## config.mk

```make
export PLATFORM = sky130hd
export DESIGN_NAME = block_average_downscale
export DESIGN_NICKNAME = d
export VERILOG_FILES = /design/src/rtl/block_average_downscale.sv
export SDC_FILE = /design/constraint.sdc
export NUM_CORES = 1
export LEC_CHECK = 0
export CAP_MARGIN = 25
export CORE_MARGIN = 5
export CORE_UTILIZATION = 55
export CTS_CLUSTER_DIAMETER = 30
export CTS_CLUSTER_SIZE = 20
export DETAILED_ROUTE_END_ITERATION = 10
export GPL_TIMING_DRIVEN = 0
export PLACE_DENSITY = 0.89
export SLEW_MARGIN = 25
export SYNTH_ARGS = -nofsm -noshare
export SYNTH_HDL_FRONTEND = slang
export SYNTH_SLANG_ARGS = --single-unit
```

## constraint.sdc

```tcl
create_clock -name CLK -period 5.9 [get_ports CLK]
set_input_delay 0.885 -clock CLK [delete_from_list [all_inputs] [get_ports CLK]]
set_output_delay 0.885 -clock CLK [all_outputs]
set_load 0.05 [all_outputs]
```

## src/rtl/block_average_downscale.sv

```systemverilog
// 2:1 image downscaler: reads a 2*DST_WIDTH x 2*DST_HEIGHT source RAM and writes a DST_WIDTH x DST_HEIGHT result.
// Define DOWNSCALE_AVG_EN for rounded 2x2 block averaging; leave it undefined for plain decimation (top-left pixel).
module block_average_downscale #(
  parameter int DST_WIDTH  = 160,
  parameter int DST_HEIGHT = 120
) (
  input  logic        CLK,
  input  logic        RESET,
  input  logic        START,
  input  logic [7:0]  PIXEL_IN,
  output logic [16:0] R_ADDR,
  output logic [14:0] W_ADDR,
  output logic [7:0]  PIXEL_OUT,
  output logic        W_EN,
  output logic        BUSY,
  output logic        DONE
);

  localparam int XW = (DST_WIDTH > 1) ? $clog2(DST_WIDTH) : 1;
  localparam int YW = (DST_HEIGHT > 1) ? $clog2(DST_HEIGHT) : 1;

  localparam logic [16:0]   SRC_ROW2 = 17'(4 * DST_WIDTH);
  localparam logic [14:0]   DST_ROW  = 15'(DST_WIDTH);
  localparam logic [XW-1:0] X_LAST   = XW'(DST_WIDTH - 1);
  localparam logic [YW-1:0] Y_LAST   = YW'(DST_HEIGHT - 1);

  localparam logic [2:0] IDLE = 3'd0;
  localparam logic [2:0] A0   = 3'd1;
  localparam logic [2:0] LAST = 3'd5;
  localparam logic [2:0] WR   = 3'd6;
  localparam logic [2:0] FIN  = 3'd7;
`ifdef DOWNSCALE_AVG_EN
  localparam logic [2:0] A1   = 3'd2;
  localparam logic [2:0] A2   = 3'd3;
  localparam logic [2:0] A3   = 3'd4;
  // Step from p1 (top-right) down to p2 (bottom-left).
  localparam logic [16:0] P1_TO_P2 = 17'(2 * DST_WIDTH - 1);
`endif

  logic [2:0]    state_r;
  logic [XW-1:0] x_r;
  logic [YW-1:0] y_r;
  logic [XW-1:0] x_nxt_s;
  logic [YW-1:0] y_nxt_s;
  logic          last_pix_s;
  logic [16:0]   p0_nxt_s;
  logic [14:0]   w_addr_s;
`ifdef DOWNSCALE_AVG_EN
  logic [9:0]    sum_r;
  logic [9:0]    sum_add_s;
  logic [9:0]    round_s;
`endif

  // Next raster position, its top-left source address and the current write address.
  always_comb begin
    last_pix_s = (x_r == X_LAST) && (y_r == Y_LAST);
    if (x_r == X_LAST) begin
      x_nxt_s = {XW{1'b0}};
      y_nxt_s = y_r + YW'(1);
    end else begin
      x_nxt_s = x_r + XW'(1);
      y_nxt_s = y_r;
    end
    p0_nxt_s = (17'(y_nxt_s) * SRC_ROW2) + 17'({x_nxt_s, 1'b0});
    w_addr_s = (15'(y_r) * DST_ROW) + 15'(x_r);
`ifdef DOWNSCALE_AVG_EN
    sum_add_s = sum_r + {2'b00, PIXEL_IN};
    round_s   = sum_add_s + 10'd2;
`endif
  end

  // Frame sequencer, counters, accumulator and registered outputs.
  always_ff @(posedge CLK or posedge RESET) begin
    if (RESET) begin
      state_r   <= IDLE;
      x_r       <= {XW{1'b0}};
      y_r       <= {YW{1'b0}};
`ifdef DOWNSCALE_AVG_EN
      sum_r     <= 10'd0;
`endif
      R_ADDR    <= 17'd0;
      W_ADDR    <= 15'd0;
      PIXEL_OUT <= 8'd0;
      W_EN      <= 1'b0;
      BUSY      <= 1'b0;
      DONE      <= 1'b0;
    end else begin
      W_EN <= 1'b0;
      case (state_r)
        IDLE: begin
          if (START) begin
            state_r <= A0;
            BUSY    <= 1'b1;
            x_r     <= {XW{1'b0}};
            y_r     <= {YW{1'b0}};
            R_ADDR  <= 17'd0;
          end
        end
        A0: begin
`ifdef DOWNSCALE_AVG_EN
          state_r <= A1;
          R_ADDR  <= R_ADDR + 17'd1;
`else
          state_r <= LAST;
`endif
        end
`ifdef DOWNSCALE_AVG_EN
        // PIXEL_IN lags R_ADDR by one cycle, so A1 sees p0 and LAST sees p3.
        A1: begin
          state_r <= A2;
          sum_r   <= {2'b00, PIXEL_IN};
          R_ADDR  <= R_ADDR + P1_TO_P2;
        end
        A2: begin
          state_r <= A3;
          sum_r   <= sum_add_s;
          R_ADDR  <= R_ADDR + 17'd1;
        end
        A3: begin
          state_r <= LAST;
          sum_r   <= sum_add_s;
        end
`endif
        LAST: begin
          state_r   <= WR;
          W_EN      <= 1'b1;
          W_ADDR    <= w_addr_s;
`ifdef DOWNSCALE_AVG_EN
          sum_r     <= sum_add_s;
          PIXEL_OUT <= round_s[9:2];
`else
          PIXEL_OUT <= PIXEL_IN;
`endif
        end
        WR: begin
          if (last_pix_s) begin
            state_r <= FIN;
            x_r     <= {XW{1'b0}};
            y_r     <= {YW{1'b0}};
            BUSY    <= 1'b0;
            DONE    <= 1'b1;
          end else begin
            state_r <= A0;
            x_r     <= x_nxt_s;
            y_r     <= y_nxt_s;
            R_ADDR  <= p0_nxt_s;
          end
        end
        FIN: begin
          state_r <= IDLE;
          DONE    <= 1'b0;
        end
        default: begin
          state_r <= IDLE;
          BUSY    <= 1'b0;
          DONE    <= 1'b0;
        end
      endcase
    end
  end

endmodule
```

==> flow_summary.toml <==
[worst_hold_path]
hp-class = "reg2reg"
worstHoldStart = "W_ADDR[5]$_DFFE_PP0P_"
holdPathEnd = "W_ADDR[5]$_DFFE_PP0P_"
whs_path_depth = 2

[clock_tree]
cts_tree = "yes"
cts_sinks = 60
numCtsBuffers = 9
cts-resized-gates = 0
clock_latency_ps = 340
post_cts_buffers = 0
cts_buffer_depth = 2
cts_hold_buf = 0
clk_pin_slew_ps = 70
cts_htree_levels = 3
cts_root_buf = "clkbuf_8"

[synth]
ys_top_cells_by_count = "nand2_1, dfrtp_1, o21ai_0"
yosysTopAreaCell = "dfrtp_1"
synth.most_common_cell = "nand2_1"
ys_seq_area_frac = 0.423
synth-async-reset-ratio = 1.00
ys_seq_elements = 60
synth_ff_type = "dfrtp_1"
synth_top_cell_area_share = 0.423
syn_inst = 380
synthTopCellsByArea = "dfrtp_1, ha_1, nand2_1"
synth_area_sq_mm = 0.00355
yosys_warnings = 0
synth.avg_cell_area_sq_um = 9.33
syn-num-nets = 420
synth_edf_count = 0
synth.distinct_cells = 51

[worst_setup_path]
rrSetupSlack_ps = 1580
worstReg2RegStart = "x_r[0]$_DFFE_PP0P_"
critPathArrivalTime_ps = 4580
cp_max_fo = 9
required_ps = 6160
startpoint_type = "flop"
crit_path_end_kind = "flop"
r2r-end = "R_ADDR[15]$_DFFE_PP0P_"
worstRegToRegCells = 15
crit_type = "reg2reg"

[sta]
fmaxAchievable_mhz = 231
max_slew_margin = 0.652
period_needed_ps = 4320
final.setup.worst_slack_ps = 1580
worst_clock_skew_ps = 9.25
worst_pin_slew_ps = 520
hold_viol = 0
finalCritPeriodShare = 0.732
setup_violations = 0
holdWs_ps = 474
rsz0062_at_grt = "no"
setup_tns_ps = 0
slew_viol_final = 0

[floorplanning]
rows = 29
design.core.area_sq_mm = 0.00631
die_area_sq_mm = 0.00815
ios = 54
die_h_microns = 90.3
start_util = 0.562
die_x_microns = 90.3

[power]
p_leak_nw = 1.98
vdd.ir_drop.worst_v = 0.000134
p_per_area_mw_per_mm2 = 194

[grt]
grt_overflow = 0
grt_antenna_before_repair = 0
grt_pass1_vias = 3038
grt_max_degree = 55
grt_usage = 0.206
grt_pass1_wl_microns = 14000

[drt]
drtPass1Iterations = 4
dr.first_iter.drc_count = 149
drc = 0
vias = 2917
routed_wl_microns = 7880
wl_per_cell_microns = 15.0
ant_nets = 0
via_per_inst = 5.55

[flow_run]
maxCapViolCount = 0

[placed_design]
portBuffers = 52
hpwlAfterDp_microns = 5720
gp_congestion = 0.877
dpl_worst_slack_ps = 1620

[cells_and_area]
fill_cells = 467
area_delta_synth_final_pct = 24.3
seq_area_sq_mm = 0.00150
diodes = 0
multiInputGateArea_sq_mm = 0.00190
drive_gt1_frac = 0.0802
finalNetCount = 484

[outcome]
run_status = "completed"
[metal layers]
metal / vias up / share of wire / global-route usage
li1: 1434 / - / -
met1: 1387 / 0.45 / 0.266
met2: 83 / 0.48 / 0.337
met3: 13 / 0.055 / 0.0408
met4: 0 / 0.015 / 0.0844
met5: - / 0 / 0
[sequential cells by signal (all words and copies together), names as in the netlist]
signal	count
R_ADDR	16
W_EN	1
BUSY	1
state_r	3
DONE	1
PIXEL_OUT	8
W_ADDR	15
y_r	7
x_r	8
[kinds of logic (layout without fill, tap and decap cells)]
group           after synthesis  count (layout)  share of synthesized area
simple gates                137             137                      0.186
compound gates               86              86                      0.146
flops                        60              60                      0.423
buf+inv                      31             100                     0.0399
xor+xnor                     30              30                     0.0741
fa+ha+maj                    29              29                      0.111
mux                           6               6                     0.0187
other cells                   1               1                    0.00106
[cells in the final DEF (no fill, tap or decap), types with 2 or more instances in the layout]
cell and instances:
and2_1 4, buf_4 4, nor2b_1 10, mux2_2 5, nor3_1 2, clkinv_2 3, a21o_1 8, nor2_1 15
nand2b_1 4, xnor2_1 23, a22o_1 3, or3_1 2, o21a_1 2, clkbuf_1 6, xor2_1 7, inv_1 16
ha_1 25, and3_1 2, a21oi_1 16, clkdlybuf4s50_1 52, a31oi_1 2, dfrtp_1 60, nand2_1 70, clkbuf_8 9
nand3b_1 3, o21ai_0 37, fa_1 4, o31ai_1 9, nand3_1 15, bufinv_16 2
[where the power goes]
part | internal, mW | switching, mW | leakage [nW]
sequential | 0.414 | 0.00147 | 0.676
combinational | 0.0139 | 0.0235 | 1.19
clock | 0.236 | 0.165 | 0.109
[how the worst max path moves through the flow]
stage                                         to               start  slack, ps  depth (start not counted)
after floorplan           R_ADDR[15]$_DFFE_PP0P_  x_r[0]$_DFFE_PP0P_       1890                         15
after global placement    R_ADDR[15]$_DFFE_PP0P_  x_r[0]$_DFFE_PP0P_       1650                         15
after detailed placement  R_ADDR[15]$_DFFE_PP0P_  x_r[0]$_DFFE_PP0P_       1620                         16
after CTS                 R_ADDR[15]$_DFFE_PP0P_  x_r[0]$_DFFE_PP0P_       1600                         16
after global routing      R_ADDR[15]$_DFFE_PP0P_  x_r[0]$_DFFE_PP0P_       1270                         16
final                     R_ADDR[15]$_DFFE_PP0P_  x_r[0]$_DFFE_PP0P_       1580                         15
[stage by stage]
stage          instances  cell area (sq um)   util  total power, mW
2_1_floorplan        380               3550      -            0.443
3_3_place_gp         509               4160  0.660            0.458
3_5_place_dp         510               4190  0.664            0.461
4_1_cts              526               4410  0.698            0.862
5_1_grt              526               4410  0.698            0.884
6_report             526               4410  0.698            0.854
[worst max-delay path: stages, from the launching register on]
cell and delay (ps):
dfrtp_1 450, ha_1 280, and3_1 210, buf_6 130
and4_2 210, buf_4 160, o21ai_0 330, ha_1 310
ha_1 210, inv_1 70, fa_1 450, or4b_1 590
a21o_1 200, o31a_1 240, or2_0 210, o211ai_1 160
[final cells by class]
cell class / instances / share of cell area
plain buffers: 14 / 0.0176
inverters: 17 / 0.0150
clock inverters: 7 / 0.0207
repair buffers: 53 / 0.124
flip-flops and latches: 60 / 0.341
well taps: 77 / 0.0219
multi-input cells: 289 / 0.432
clock buffers: 9 / 0.0281
(Power assumes the default switching activity.)
